File: src/rtl/modem_deframer_if.sv
// Bit-stream input and byte-stream output bundle of the modem receive deframer.
// master = demodulator/consumer side, slave = deframer.
interface modem_deframer_if;
  logic        bit_i;
  logic        bit_valid_i;
  logic [7:0]  rx_byte_o;
  logic        rx_byte_valid_o;
  logic        rx_begin_o;
  logic        rx_end_o;
  logic        frame_ok_o;
  logic        busy_o;
  logic [15:0] crc_err_cnt_o;
  logic [15:0] frame_cnt_o;

  modport master (
    output bit_i, bit_valid_i,
    input  rx_byte_o, rx_byte_valid_o, rx_begin_o, rx_end_o, frame_ok_o, busy_o,
           crc_err_cnt_o, frame_cnt_o
  );

  modport slave (
    input  bit_i, bit_valid_i,
    output rx_byte_o, rx_byte_valid_o, rx_begin_o, rx_end_o, frame_ok_o, busy_o,
           crc_err_cnt_o, frame_cnt_o
  );
endinterface

File: src/rtl/modem_deframer.sv
// Serial receive deframer: hunts for the sync word, then parses LEN, payload and CRC-16
// and emits begin/byte/end pulses for the RX ring-buffer controller.
module modem_deframer #(
  parameter logic [15:0] SYNC_WORD = 16'h2DD4,
  parameter int unsigned MAX_LEN   = 1020,
  parameter int unsigned TIMEOUT   = 4096
) (
  input logic             clk,
  input logic             rst,
  modem_deframer_if.slave rx_if
);

  localparam int unsigned IdleW = $clog2(TIMEOUT + 1);

  typedef enum logic [1:0] {StHunt, StLen, StPayload, StCrc} state_e;

  state_e           state_q, state_d;
  logic [15:0]      sync_q, sync_d;
  logic [15:0]      crc_q, crc_d;
  logic [3:0]       bit_cnt_q, bit_cnt_d;
  logic [15:0]      len_sr_q, len_sr_d;
  logic [9:0]       byte_cnt_q, byte_cnt_d;
  logic [7:0]       byte_sr_q, byte_sr_d;
  logic [IdleW-1:0] idle_q, idle_d;
  logic [7:0]       rx_byte_q, rx_byte_d;
  logic             rx_byte_valid_q, rx_byte_valid_d;
  logic             rx_begin_q, rx_begin_d;
  logic             rx_end_q, rx_end_d;
  logic             frame_ok_q, frame_ok_d;
  logic             busy_q, busy_d;
  logic [15:0]      crc_err_cnt_q, crc_err_cnt_d;
  logic [15:0]      frame_cnt_q, frame_cnt_d;

  logic        bit_in, bit_v;
  logic [15:0] crc_step, sync_shift, len_full;
  logic [7:0]  byte_full;
  logic        len_bad, timeout, abort;

  assign bit_in = rx_if.bit_i;
  assign bit_v  = rx_if.bit_valid_i;

  function automatic logic [15:0] sat_inc(input logic [15:0] v);
    return (v == 16'hFFFF) ? v : v + 16'd1;
  endfunction

  always_comb begin
    crc_step   = {crc_q[14:0], 1'b0} ^ ((crc_q[15] ^ bit_in) ? 16'h1021 : 16'h0000);
    sync_shift = {sync_q[14:0], bit_in};
    len_full   = {bit_in, len_sr_q[15:1]};
    byte_full  = {bit_in, byte_sr_q[7:1]};
    len_bad    = (len_full == 16'd0) || (len_full[15:10] != 6'd0) ||
                 (len_full[9:0] > 10'(MAX_LEN));
    timeout    = !bit_v && (idle_q == IdleW'(TIMEOUT - 1));
  end

  always_comb begin
    state_d         = state_q;
    sync_d          = sync_q;
    crc_d           = crc_q;
    bit_cnt_d       = bit_cnt_q;
    len_sr_d        = len_sr_q;
    byte_cnt_d      = byte_cnt_q;
    byte_sr_d       = byte_sr_q;
    idle_d          = '0;
    rx_byte_d       = rx_byte_q;
    rx_byte_valid_d = 1'b0;
    rx_begin_d      = 1'b0;
    rx_end_d        = 1'b0;
    frame_ok_d      = frame_ok_q;
    crc_err_cnt_d   = crc_err_cnt_q;
    frame_cnt_d     = frame_cnt_q;
    abort           = 1'b0;

    if (state_q != StHunt && !bit_v) begin
      idle_d = idle_q + IdleW'(1);
    end

    unique case (state_q)
      StHunt: begin
        if (bit_v) begin
          sync_d = sync_shift;
          if (sync_shift == SYNC_WORD) begin
            // Clearing the sync register here keeps frame bits from ever re-arming sync.
            state_d   = StLen;
            sync_d    = '0;
            crc_d     = 16'hFFFF;
            bit_cnt_d = '0;
          end
        end
      end
      StLen: begin
        if (bit_v) begin
          crc_d     = crc_step;
          len_sr_d  = len_full;
          bit_cnt_d = bit_cnt_q + 4'd1;
          if (bit_cnt_q == 4'd15) begin
            if (len_bad) begin
              state_d = StHunt;
            end else begin
              rx_begin_d = 1'b1;
              byte_cnt_d = len_full[9:0];
              bit_cnt_d  = '0;
              state_d    = StPayload;
            end
          end
        end else if (timeout) begin
          state_d = StHunt;
        end
      end
      StPayload: begin
        if (bit_v) begin
          crc_d     = crc_step;
          byte_sr_d = byte_full;
          bit_cnt_d = bit_cnt_q + 4'd1;
          if (bit_cnt_q == 4'd7) begin
            rx_byte_d       = byte_full;
            rx_byte_valid_d = 1'b1;
            bit_cnt_d       = '0;
            byte_cnt_d      = byte_cnt_q - 10'd1;
            if (byte_cnt_q == 10'd1) begin
              state_d = StCrc;
            end
          end
        end else if (timeout) begin
          abort = 1'b1;
        end
      end
      StCrc: begin
        if (bit_v) begin
          crc_d     = crc_step;
          bit_cnt_d = bit_cnt_q + 4'd1;
          if (bit_cnt_q == 4'd15) begin
            rx_end_d   = 1'b1;
            frame_ok_d = (crc_step == 16'h0000);
            if (crc_step == 16'h0000) begin
              frame_cnt_d = sat_inc(frame_cnt_q);
            end else begin
              crc_err_cnt_d = sat_inc(crc_err_cnt_q);
            end
            state_d = StHunt;
          end
        end else if (timeout) begin
          abort = 1'b1;
        end
      end
      default: state_d = StHunt;
    endcase

    if (abort) begin
      rx_end_d      = 1'b1;
      frame_ok_d    = 1'b0;
      crc_err_cnt_d = sat_inc(crc_err_cnt_q);
      state_d       = StHunt;
    end

    // Busy stays up through the rx_end_o cycle so the clock request covers the end pulse.
    busy_d = (state_d != StHunt) || rx_end_d;
  end

  always_ff @(posedge clk) begin
    if (rst) begin
      state_q         <= StHunt;
      sync_q          <= '0;
      crc_q           <= 16'hFFFF;
      bit_cnt_q       <= '0;
      len_sr_q        <= '0;
      byte_cnt_q      <= '0;
      byte_sr_q       <= '0;
      idle_q          <= '0;
      rx_byte_q       <= '0;
      rx_byte_valid_q <= 1'b0;
      rx_begin_q      <= 1'b0;
      rx_end_q        <= 1'b0;
      frame_ok_q      <= 1'b0;
      busy_q          <= 1'b0;
      crc_err_cnt_q   <= '0;
      frame_cnt_q     <= '0;
    end else begin
      state_q         <= state_d;
      sync_q          <= sync_d;
      crc_q           <= crc_d;
      bit_cnt_q       <= bit_cnt_d;
      len_sr_q        <= len_sr_d;
      byte_cnt_q      <= byte_cnt_d;
      byte_sr_q       <= byte_sr_d;
      idle_q          <= idle_d;
      rx_byte_q       <= rx_byte_d;
      rx_byte_valid_q <= rx_byte_valid_d;
      rx_begin_q      <= rx_begin_d;
      rx_end_q        <= rx_end_d;
      frame_ok_q      <= frame_ok_d;
      busy_q          <= busy_d;
      crc_err_cnt_q   <= crc_err_cnt_d;
      frame_cnt_q     <= frame_cnt_d;
    end
  end

  assign rx_if.rx_byte_o       = rx_byte_q;
  assign rx_if.rx_byte_valid_o = rx_byte_valid_q;
  assign rx_if.rx_begin_o      = rx_begin_q;
  assign rx_if.rx_end_o        = rx_end_q;
  assign rx_if.frame_ok_o      = frame_ok_q;
  assign rx_if.busy_o          = busy_q;
  assign rx_if.crc_err_cnt_o   = crc_err_cnt_q;
  assign rx_if.frame_cnt_o     = frame_cnt_q;

endmodule

File: src/flat_wrapper.sv
// flat-port wrapper written by rule: the top's interface ports become plain ports
module modem_deframer_flat 
#(
  parameter logic [15:0] SYNC_WORD = 16'h2DD4,
  parameter int unsigned MAX_LEN   = 1020,
  parameter int unsigned TIMEOUT   = 4096
)
  (clk, rst, rx_if_bit_i, rx_if_bit_valid_i, rx_if_rx_byte_o, rx_if_rx_byte_valid_o, rx_if_rx_begin_o, rx_if_rx_end_o, rx_if_frame_ok_o, rx_if_busy_o, rx_if_crc_err_cnt_o, rx_if_frame_cnt_o);
  modem_deframer_if rx_if_i ();
  input logic clk;
  input logic rst;
  input wire logic [$bits(rx_if_i.bit_i)-1:0] rx_if_bit_i;
  input wire logic [$bits(rx_if_i.bit_valid_i)-1:0] rx_if_bit_valid_i;
  output wire logic [$bits(rx_if_i.rx_byte_o)-1:0] rx_if_rx_byte_o;
  output wire logic [$bits(rx_if_i.rx_byte_valid_o)-1:0] rx_if_rx_byte_valid_o;
  output wire logic [$bits(rx_if_i.rx_begin_o)-1:0] rx_if_rx_begin_o;
  output wire logic [$bits(rx_if_i.rx_end_o)-1:0] rx_if_rx_end_o;
  output wire logic [$bits(rx_if_i.frame_ok_o)-1:0] rx_if_frame_ok_o;
  output wire logic [$bits(rx_if_i.busy_o)-1:0] rx_if_busy_o;
  output wire logic [$bits(rx_if_i.crc_err_cnt_o)-1:0] rx_if_crc_err_cnt_o;
  output wire logic [$bits(rx_if_i.frame_cnt_o)-1:0] rx_if_frame_cnt_o;
  assign rx_if_i.bit_i = rx_if_bit_i;
  assign rx_if_i.bit_valid_i = rx_if_bit_valid_i;
  assign rx_if_rx_byte_o = rx_if_i.rx_byte_o;
  assign rx_if_rx_byte_valid_o = rx_if_i.rx_byte_valid_o;
  assign rx_if_rx_begin_o = rx_if_i.rx_begin_o;
  assign rx_if_rx_end_o = rx_if_i.rx_end_o;
  assign rx_if_frame_ok_o = rx_if_i.frame_ok_o;
  assign rx_if_busy_o = rx_if_i.busy_o;
  assign rx_if_crc_err_cnt_o = rx_if_i.crc_err_cnt_o;
  assign rx_if_frame_cnt_o = rx_if_i.frame_cnt_o;
  modem_deframer #(.SYNC_WORD(SYNC_WORD), .MAX_LEN(MAX_LEN), .TIMEOUT(TIMEOUT)) u_core (.clk(clk), .rst(rst), .rx_if(rx_if_i));
endmodule
File: config.mk
export PLATFORM = sky130hd
export DESIGN_NAME = modem_deframer_flat
export DESIGN_NICKNAME = d
export VERILOG_FILES = /design/src/rtl/modem_deframer_if.sv /design/src/rtl/modem_deframer.sv /design/src/flat_wrapper.sv
export SDC_FILE = /design/constraint.sdc
export NUM_CORES = 1
export LEC_CHECK = 0
export CORE_AREA = 5 5 96 134
export DETAILED_ROUTE_END_ITERATION = 10
export DIE_AREA = 0 0 101 139
export GPL_ROUTABILITY_DRIVEN = 0
export PLACE_DENSITY = 0.69
export REMOVE_ABC_BUFFERS = 1
export SLEW_MARGIN = 20
export SYNTH_ARGS = -nofsm -noshare
export SYNTH_HDL_FRONTEND = slang
export SYNTH_SLANG_ARGS = --single-unit
File: constraint.sdc
create_clock -name clk -period 5.9 [get_ports clk]
set_input_delay 0.885 -clock clk [delete_from_list [all_inputs] [get_ports clk]]
set_output_delay 0.885 -clock clk [all_outputs]
set_load 0.03 [all_outputs]
==> impl_results.md, run 1 <==
* Synth unique cells at 53
* Slew @ Worst Pin at 1.07 ns
* Total CTS buffers at 17
* Period utilisation layout at 57.1%
* Commonest non-fill, non-tap cell in the layout: nand2_1
* RSZ-0062 raised after global routing: false
* Clk root buf: clkbuf_16
* Drt initial violations at 253
* Vias in the first global route at 4,708
* Post-Layout Cell Count at 874
* Clk slew on worst S/H paths at 0.05 ns
* Top delay family on crit path: simple AND/OR/NAND/NOR gates
* CP max stage delay at 0.86 ns
* Reg2Reg Capture Point: u_core.rx_if.crc_err_cnt_o[10]$_SDFFE_PP0P_
* Clock Path Buffers at 2
* Post-CTS Setup Bufs at 0
* Initial antenna violation count at 0
* Setup WS post-layout at 2.53 ns
* Die height at 139 um
* Final setup vio count at 0
* Critical Path Fanout Max at 22
* R2R Setup Slk at 2.85 ns
* Routed WL at 12,300 um
* Dominant synthesized flop cell: dfxtp_1
* Mapped Avg Cell Area at 8.20 um^2
* WHS Path Cells at 2
* CTS H-Tree Depth at 4
* Drt pass-1 iters at 5
* DRC at 0
* Initial Utilization at 48.2%
* Mean number of vias per cell at 5.53
* Power, Total at 0.00184 W
* Worst hold path endpoint: u_core.byte_sr_q[1]$_SDFFE_PP0P_
* Post-layout minimum cycle time at 3.37 ns
* VDD IR-drop max at 0.000198 V
* Remaining antenna violation count at 0
* Reg-to-Reg Start: u_core.idle_q[0]$_SDFF_PP0_
* GRT Total Usage at 18.2%
* Type of origin of the critical path: primary input
* CP max stage cell: nor4b_1
* FFs w/ async S/R, synth at 0%
* Sequential-to-total area share from yosys stat at 45.5%
* Max-slew violations at 0
* Clk Latency, worst-skew pair at 0.41 ns
* DR WL/cell at 14.1 um
* CTS tree: built
* CP Class: in -> reg
* Hold Crit Class: reg -> reg
* # IOs at 49
* Post-cts sizing count at 0
* Share of layout cells above drive strength 1 at 6.60%
* Most frequent cells in the layout: 139 x nand2_1, 127 x dfxtp_1, 63 x nor2_1, 61 x a21oi_1, 47 x clkdlybuf4s50_1
* Worst EP arrival at 3.66 ns
* Pin count of the biggest net entering global routing at 69
* FF-to-FF path depth at 7
* Worst-path cell chain: clkdlybuf4s50_1 > buf_4 > nor2_1 > nor4b_1 > nand2_1 > a211oi_1 > nand4_1 > mux2_2
* Setup crit end kind: register
* Static Leak at 2.25 nW
* Core ar. at 11,600 um^2
* Crit path required time at 6.20 ns
* Area after DPL at 6130 um^2
* FP Rows at 47
* Die W at 101 um
* Buffers and inverters on the worst path at 2
* Final Hold Fails at 0
* # diodes at 0
* Total congestion overflow at 0
* Clock skew at 0.00643 ns
* Rel. slew slack at 27.8%
* First-pass GRT wire length at 21,200 um
* Nets at 726
* Post-route setup TNS at 0 ns
* #FFs+latches synth at 127
* Area Growth Syn to Fin at 19.4%
* Ys Warns at 0
* Hold_sp: u_core.byte_sr_q[1]$_SDFFE_PP0P_
* FMAX at 0.297 GHz
* Cts hold-fix bufs at 0
* TritonCTS Sinks at 127
* Finished Cell Area at 6670 um^2
* Placed cells at 844
* Pre-CTS WS at 2.17 ns
* DPL Wire Length at 8480 um
* Status: finished, final reports clean
* Gate count of the mapped netlist at 681
* EDFF count, synth at 0
* Netlist Area Pre-Place at 5580 um^2
* Pwr Density at 276 nW/um^2
* Max Cap Viol at 0
* Die Area at 14,000 um^2
* Via count at 4,832
* IO Port Bufs at 48
-- area by class of cell --
class,instances,area (um^2)
multi-input combinational,506,2850
inverter,13,48.8
fill,1030,4920
tap,147,184
sequential,127,2540
clock buffer,23,478
timing repair buffer,51,498
clock inverter,7,62.6
-- metal layers --
layer  up-vias  routed length (um)  GRT usage (%)  share of wire, %
li1       2427                   -              -                 -
met1      2268                5280           21.5                43
met2       114                6310           30.7                51
met3        23                 481           4.48               3.9
met4         0                 278           8.12               2.3
met5         -                   0              0                 0
-- registers in the layout, indices dropped and copies added (netlist names), 2 cells and up --
name / count
u_core.len_sr_q: 15
u_core.rx_if.rx_byte_o: 8
u_core.crc_q: 16
u_core.byte_cnt_q: 10
u_core.rx_if.frame_cnt_o: 16
u_core.state_q: 2
u_core.idle_q: 13
u_core.byte_sr_q: 7
u_core.bit_cnt_q: 4
u_core.rx_if.crc_err_cnt_o: 16
u_core.sync_q: 15
-- worst max-delay path by stage --
| stage | start | to | cells after the start |
|---|---|---|---|
| after global routing | rx_if_bit_valid_i | u_core.rx_if.crc_err_cnt_o[10]$_SDFFE_PP0P_ | 8 |
| after detailed placement | rx_if_bit_valid_i | u_core.rx_if.crc_err_cnt_o[10]$_SDFFE_PP0P_ | 8 |
| after CTS | rx_if_bit_valid_i | u_core.rx_if.crc_err_cnt_o[10]$_SDFFE_PP0P_ | 8 |
| after floorplan | rx_if_bit_i | u_core.rx_if.busy_o$_SDFF_PP0_ | 6 |
| final | rx_if_bit_valid_i | u_core.rx_if.crc_err_cnt_o[10]$_SDFFE_PP0P_ | 8 |
| after global placement | rx_if_bit_valid_i | u_core.rx_if.crc_err_cnt_o[10]$_SDFFE_PP0P_ | 8 |
-- power breakdown --
| group | switching, W | internal [W] | leakage [nW] |
|---|---|---|---|
| Sequential | 0.000000545 | 0.000859 | 1.02 |
| Clock | 0.000349 | 0.000603 | 0.268 |
| Combinational | 0.0000210 | 0.00000499 | 0.963 |
| Total | 0.000371 | 0.00147 | 2.25 |
-- kinds of logic (layout without fill, tap and decap cells) --
family                     Yosys count  in the layout  synth area share [%]
xor gates and xnor gates            31             31                  5.00
adders and majority gates            6              6                  1.34
DFF                                127            127                  45.5
muxes                               29             29                  5.27
buffers and inverters               48             94                  3.41
and+or+nand+nor                    331            331                  28.2
AOI/OAI and AO/OA                  109            109                  11.2
-- worst register-to-register path, stage by stage (launching register included) --
cell and delay (ns):
dfxtp_1 0.37, ha_1 0.22, nand4_1 0.18, nor4b_1 0.96, nand2_1 0.17, a211oi_1 0.56
nand4_1 0.18, mux2_2 0.29
-- per-stage QoR --
| step | hold slack (ns) | util, % |
|---|---|---|
| after floorplan | 0.426 | - |
| after CTS | 0.454 | 57.6 |
| final | 0.452 | 57.6 |
| after global placement | 0.443 | 52.9 |
| after detailed placement | 0.447 | 52.9 |
| after global routing | 0.475 | 57.6 |
-- synth_stat cells (3+ instances only) --
| cell type | count | area, um^2 |
|---|---|---|
| nand2_1 | 139 | 522 |
| o21ai_0 | 21 | 105 |
| clkbuf_1 | 30 | 113 |
| and3_1 | 10 | 62.6 |
| nand3_1 | 41 | 205 |
| ha_1 | 6 | 75.1 |
| nor4bb_1 | 3 | 30.0 |
| mux2i_1 | 26 | 260 |
| a21oi_1 | 61 | 305 |
| inv_1 | 13 | 48.8 |
| nor4_1 | 10 | 62.6 |
| xnor2_1 | 11 | 96.3 |
| a31oi_1 | 3 | 18.8 |
| xor2_1 | 19 | 166 |
| nor2_1 | 63 | 236 |
| or4_1 | 8 | 60.1 |
| nand4_1 | 14 | 87.6 |
| nor2b_1 | 5 | 31.3 |
| and4_1 | 3 | 26.3 |
| mux2_2 | 3 | 33.8 |
| or3_1 | 7 | 43.8 |
| nor3_1 | 10 | 50.1 |
| dfxtp_1 | 127 | 2540 |
| o31ai_1 | 6 | 45.0 |
| nand2b_1 | 3 | 18.8 |
No activity file was read; power rests on OpenSTA's default activity.
==> run 2: changes to the inputs <==
==> constraint.sdc (replaced) <==
create_clock -name clk -period 3.5 [get_ports clk]
set_input_delay 0.525 -clock clk [delete_from_list [all_inputs] [get_ports clk]]
set_output_delay 0.525 -clock clk [all_outputs]
set_load 0.03 [all_outputs]
==> run 2 against run 1 <==
  * Die area is the same
  * Clock skew grew 0.0041 ns
  * Wire length grew 1.8%
  * First-iteration DRC count shrank 9.9%
  * Final area grew 1.8%
  * Via count grew 1.5%
  * Non-clock buffer count grew 7
  * Power grew 78%
  * Flip-flop and latch count is the same
  * Combinational power grew 75%
  * Largest cell class unchanged
  * Highest routed layer unchanged
==> impl_results.md, run 2 (synthesized netlist as in run 1, its figures left out) <==
* Static Leak at 2.30 nW
* GR Util met1 at 20.9%
* DR WL/cell at 14.2 um
* Drt pass-1 iters at 5
* Post-cts sizing count at 0
* Routed WL at 12,600 um
* Type of origin of the critical path: primary input
* Slew @ Worst Pin at 0.749 ns
* P_sw at 0.000682 W
* Clk root buf: clkbuf_16
* Remaining antenna violation count at 0
* Rel. slew slack at 48.8%
* DPL Wire Length at 8850 um
* Reg2Reg Capture Point: u_core.rx_if.crc_err_cnt_o[15]$_SDFFE_PP0P_
* Max Cap Viol at 0
* Status: finished, final reports clean
* Pin count of the biggest net entering global routing at 35
* FP Rows at 47
* Part of the power in registers at 44.2%
* Met2 Use GR at 31.4%
* Logic pwr share at 1.4%
* Post-CTS Setup Bufs at 0
* Pwr Density at 483 nW/um^2
* Max-slew violations at 0
* Pre-CTS WS at 0.519 ns
* Clock Path Buffers at 2
* Die W at 101 um
* # diodes at 0
* Final Hold Fails at 0
* # IOs at 49
* First-pass GRT wire length at 21,200 um
* Clock skew at 0.0105 ns
* Via count at 4,906
* Clock power frac at 54.4%
* Worst Setup EP: u_core.rx_if.frame_cnt_o[4]$_SDFFE_PP0P_
* TritonCTS Sinks at 127
* Nets at 733
* Reg-to-Reg Start: u_core.rx_if.crc_err_cnt_o[0]$_SDFFE_PP0P_
* Crit path required time at 3.80 ns
* RSZ-0062 raised after global routing: false
* Core ar. at 11,600 um^2
* FMAX at 0.391 GHz
* DRC at 0
* R2R Setup Slk at 1.01 ns
* CTS tree: built
* Post-route setup TNS at 0 ns
* Setup crit end kind: register
* CTS H-Tree Depth at 4
* Most frequent cells in the layout: 139 x nand2_1, 127 x dfxtp_1, 63 x nor2_1, 61 x a21oi_1, 47 x clkdlybuf4s50_1
* Die height at 139 um
* Clk slew on worst S/H paths at 0.05 ns
* Critical Path Fanout Max at 7
* CP Class: in -> reg
* Cts hold-fix bufs at 0
* Total CTS buffers at 17
* Total congestion overflow at 0
* Area Growth Syn to Fin at 21.6%
* Hold Crit Class: reg -> reg
* FF-to-FF path depth at 7
* Worst EP arrival at 2.85 ns
* Share of layout cells above drive strength 1 at 8.02%
* GRT Total Usage at 18.3%
* Initial antenna violation count at 0
* Switching part of the total power at 20.8%
* Post-layout minimum cycle time at 2.56 ns
* GR met3 Demand/Resource at 5.08%
* Clk Latency, worst-skew pair at 0.42 ns
* Mean number of vias per cell at 5.56
* WHS Path Cells at 2
* Initial Utilization at 48.2%
* VDD IR-drop max at 0.000327 V
* Worst setup path start: rx_if_bit_i
* Busiest layer in global routing: met2
* Vias in the first global route at 4,684
* Power, Total at 0.00328 W
* Commonest non-fill, non-tap cell in the layout: nand2_1
* Period utilisation layout at 73.0%
* Drt initial violations at 228
* # fillers at 1,035
* Final setup vio count at 0
* Die Area at 14,000 um^2
* Setup WS post-layout at 0.944 ns
* Int Power at 0.00259 W
* IO Port Bufs at 48
==> run 2: power by group through the flow <==
stage	clock [W]	combinational (W)	sequential, W
2_1_floorplan	0	0.0000139	0.00148
3_3_place_gp	0	0.0000445	0.00148
3_5_place_dp	0	0.0000455	0.00148
4_1_cts	0.00182	0.0000454	0.00145
5_1_grt	0.00188	0.0000500	0.00145
6_report	0.00178	0.0000454	0.00145
==> run 2: per-layer routing <==
metal / vias to the layer above / share of wire (%) / wire length [um]
met1: 2345 / 42 / 5260
met3: 22 / 4.0 / 499
li1: 2441 / - / -
met2: 98 / 52 / 6540
met4: 0 / 2.0 / 257
met5: - / 0 / 0
==> run 2: final cells by class <==
class | count | area [um^2] | area share [%]
Tap cell | 147 | 184 | 2.71
Multi-Input combinational cell | 506 | 2850 | 42.0
Clock inverter | 13 | 165 | 2.43
Inverter | 13 | 48.8 | 0.719
Sequential cell | 127 | 2540 | 37.5
Timing Repair Buffer | 58 | 551 | 8.11
Clock buffer | 19 | 443 | 6.53
==> run 2: metrics by stage <==
step           instances  hold WS (ns)  area (um^2)  utilization [%]
6_report             883         0.453         6790             58.6
5_1_grt              883         0.473         6790             58.6
4_1_cts              883         0.456         6790             58.6
3_5_place_dp         851         0.448         6180             53.3
3_3_place_gp         851         0.444         6180             53.3
2_1_floorplan        646         0.426         5440                -
==> run 2: how the worst min path moves through the flow <==
stage | startpoint | endpoint | slack [ns]
after CTS | u_core.rx_if.rx_byte_o[6]$_SDFFE_PP0P_ | u_core.rx_if.rx_byte_o[6]$_SDFFE_PP0P_ | 0.46
after global placement | u_core.rx_if.rx_byte_o[6]$_SDFFE_PP0P_ | u_core.rx_if.rx_byte_o[6]$_SDFFE_PP0P_ | 0.44
final | u_core.rx_if.rx_byte_o[6]$_SDFFE_PP0P_ | u_core.rx_if.rx_byte_o[6]$_SDFFE_PP0P_ | 0.45
after floorplan | u_core.byte_sr_q[1]$_SDFFE_PP0P_ | u_core.rx_if.rx_byte_o[0]$_SDFFE_PP0P_ | 0.43
after detailed placement | u_core.byte_sr_q[1]$_SDFFE_PP0P_ | u_core.byte_sr_q[1]$_SDFFE_PP0P_ | 0.45
after global routing | u_core.rx_if.rx_byte_o[0]$_SDFFE_PP0P_ | u_core.rx_if.rx_byte_o[0]$_SDFFE_PP0P_ | 0.47
==> run 2: worst max-delay path, stage by stage <==
cell and delay (ns):
clkdlybuf4s50_1 0.59, xor2_2 0.29, or4_4 0.46, nor3_1 0.58, nand3_1 0.18, xor2_1 0.17, nor2_1 0.05
==> run 3: changes to the inputs <==
--- a/config.mk
+++ b/config.mk
@@ -9,7 +9,7 @@
 export DETAILED_ROUTE_END_ITERATION = 10
 export DIE_AREA = 0 0 101 139
 export GPL_ROUTABILITY_DRIVEN = 0
-export PLACE_DENSITY = 0.69
+export PLACE_DENSITY = 0.72
 export REMOVE_ABC_BUFFERS = 1
 export SLEW_MARGIN = 20
 export SYNTH_ARGS = -nofsm -noshare
==> constraint.sdc (replaced) <==
create_clock -name clk -period 2.1 [get_ports clk]
set_input_delay 0.315 -clock clk [delete_from_list [all_inputs] [get_ports clk]]
set_output_delay 0.315 -clock clk [all_outputs]
set_load 0.03 [all_outputs]
==> run 3 against run 2 <==
  * Wire length up 8.0%
  * Global-route usage grew 1.0 points
  * Setup slack got worse by 0.90 ns
  * Hold slack worse by 0.15 ns
  * Combinational power grew 94%
  * Power grew 71%
  * Clock power increased by 73%
  * Clock skew about the same
  * Final area rose by 9.1%
  * Non-clock buffer count up 60
  * Final cell count rose by 6.8%
  * Sequential power up 66%
==> impl_results.md, run 3 (synthesized netlist as in run 1, its figures left out) <==
* Final setup vio count at 0
* Worst EP arrival at 2.36 ns
* Clock Path Buffers at 2
* Pin count of the biggest net entering global routing at 27
* Setup WS post-layout at 0.0440 ns
* Slew @ Worst Pin at 0.475 ns
* Die W at 101 um
* Core Util, Final at 63.9%
* Static Leak at 2.66 nW
* Setup crit end kind: register
* VDD IR-drop max at 0.000484 V
* Status: finished, final reports clean
* Pre-CTS WS at -0.488 ns
* Power, Total at 0.00559 W
* FMAX at 0.486 GHz
* Vias in the first global route at 5,045
* # diodes at 0
* DRC at 0
* Initial Utilization at 48.2%
* Drt initial violations at 231
* GRT Total Usage at 19.3%
* Via count at 5,182
* CTS tree: built
* Most frequent cells in the layout: 138 x nand2_1, 118 x dfxtp_1, 68 x buf_4, 63 x nor2_1, 60 x a21oi_1
* Routed WL at 13,600 um
* FP Rows at 47
* Total congestion overflow at 0
* CTS H-Tree Depth at 4
* Type of origin of the critical path: register
* Clock skew at 0.0107 ns
* Core ar. at 11,600 um^2
* # IOs at 49
* Drt pass-1 iters at 4
* Clk root buf: clkbuf_16
* Area Growth Syn to Fin at 32.6%
* DPL Wire Length at 9210 um
* Period utilisation layout at 97.9%
* Commonest non-fill, non-tap cell in the layout: nand2_1
* Total CTS buffers at 17
* Max-slew violations at 0
* Rel. slew slack at 68.1%
* DR WL/cell at 14.4 um
* Die Area at 14,000 um^2
* Critical Path Fanout Max at 4
* Nets at 793
* Remaining antenna violation count at 0
* Crit path required time at 2.41 ns
* CP Class: reg -> reg
* TritonCTS Sinks at 127
* Hold Crit Class: in -> reg
* Clk Latency, worst-skew pair at 0.41 ns
* Max Cap Viol at 0
* Die height at 139 um
* Initial antenna violation count at 0
* Clk slew on worst S/H paths at 0.06 ns
* Pwr Density at 755 nW/um^2
* Mean number of vias per cell at 5.50
* First-pass GRT wire length at 22,400 um
* Final Hold Fails at 0
* Share of layout cells above drive strength 1 at 18.0%
* Post-layout minimum cycle time at 2.06 ns
* IO Port Bufs at 48
* RSZ-0062 raised after global routing: true
* Cts hold-fix bufs at 0
[run 3: power by group]
group	total (W)	internal [W]	leakage, nW	switching, W
Clock	0.00308	0.00205	0.301	0.00104
Sequential	0.00241	0.00241	1.03	0.00000154
Combinational	0.0000879	0.0000245	1.33	0.0000634
Total	0.00559	0.00448	2.66	0.00110
[run 3: through the flow]
step	cell area, um^2	hold WS, ns	TNS (ns)	cells
after floorplan	5440	0.384	-24.74	646
after global placement	6580	0.445	-18.26	903
after detailed placement	6580	0.446	-19.95	903
after CTS	7260	0.286	-0.0465	936
after global routing	7400	0.316	-0.476	943
final	7400	0.299	0	943
[run 3: path summary, 6_finish.rpt]
kind / slack (ns) / to / startpoint / cells after the start
worst max-delay path: 0.04 / u_core.rx_if.crc_err_cnt_o[12]$_SDFFE_PP0P_ / u_core.idle_q[10]$_SDFF_PP0_ / 9
worst min-delay path: 0.30 / u_core.rx_if.rx_byte_valid_o$_SDFF_PP0_ / rst / 2
worst max register to register: 0.04 / u_core.rx_if.crc_err_cnt_o[12]$_SDFFE_PP0P_ / u_core.idle_q[10]$_SDFF_PP0_ / 9
worst min register to register: 0.45 / u_core.rx_if.rx_byte_o[4]$_SDFFE_PP0P_ / u_core.rx_if.rx_byte_o[4]$_SDFFE_PP0P_ / 2
[run 3: repair_timing]
item | 4_1_cts | 5_1_grt
cloned | 0 | 0
endpoints found under the setup margin | 25 | 29
buffers inserted | 1 | 7
hold endpoints to repair | 0 | 0
pin swaps | 2 | 8
gates resized for setup | 9 | 31
[run 3: layer usage]
| metal | GRT usage (%) | part of all wire, % |
|---|---|---|
| met5 | 0 | 0 |
| met4 | 10.2 | 3.1 |
| met3 | 4.23 | 2.9 |
| met2 | 34.3 | 54 |
| met1 | 21.0 | 40 |
[run 3: critical path: stages (launching register included)]
cell and delay, ns:
dfxtp_2 0.34, nand4_1 0.16, buf_4 0.18, nor4b_2 0.27, buf_4 0.17, nand2_4 0.05, a211oi_2 0.25, buf_4 0.16
nand3_2 0.08, mux2_4 0.30
[run 3: layout make-up]
cell class	count	area [um^2]
Timing Repair Buffer	118	1010
Fill cell	929	4180
Sequential cell	127	2550
Clock buffer	22	464
Multi-Input combinational cell	506	2980
Clock inverter	10	159
Inverter	13	48.8
Tap cell	147	184
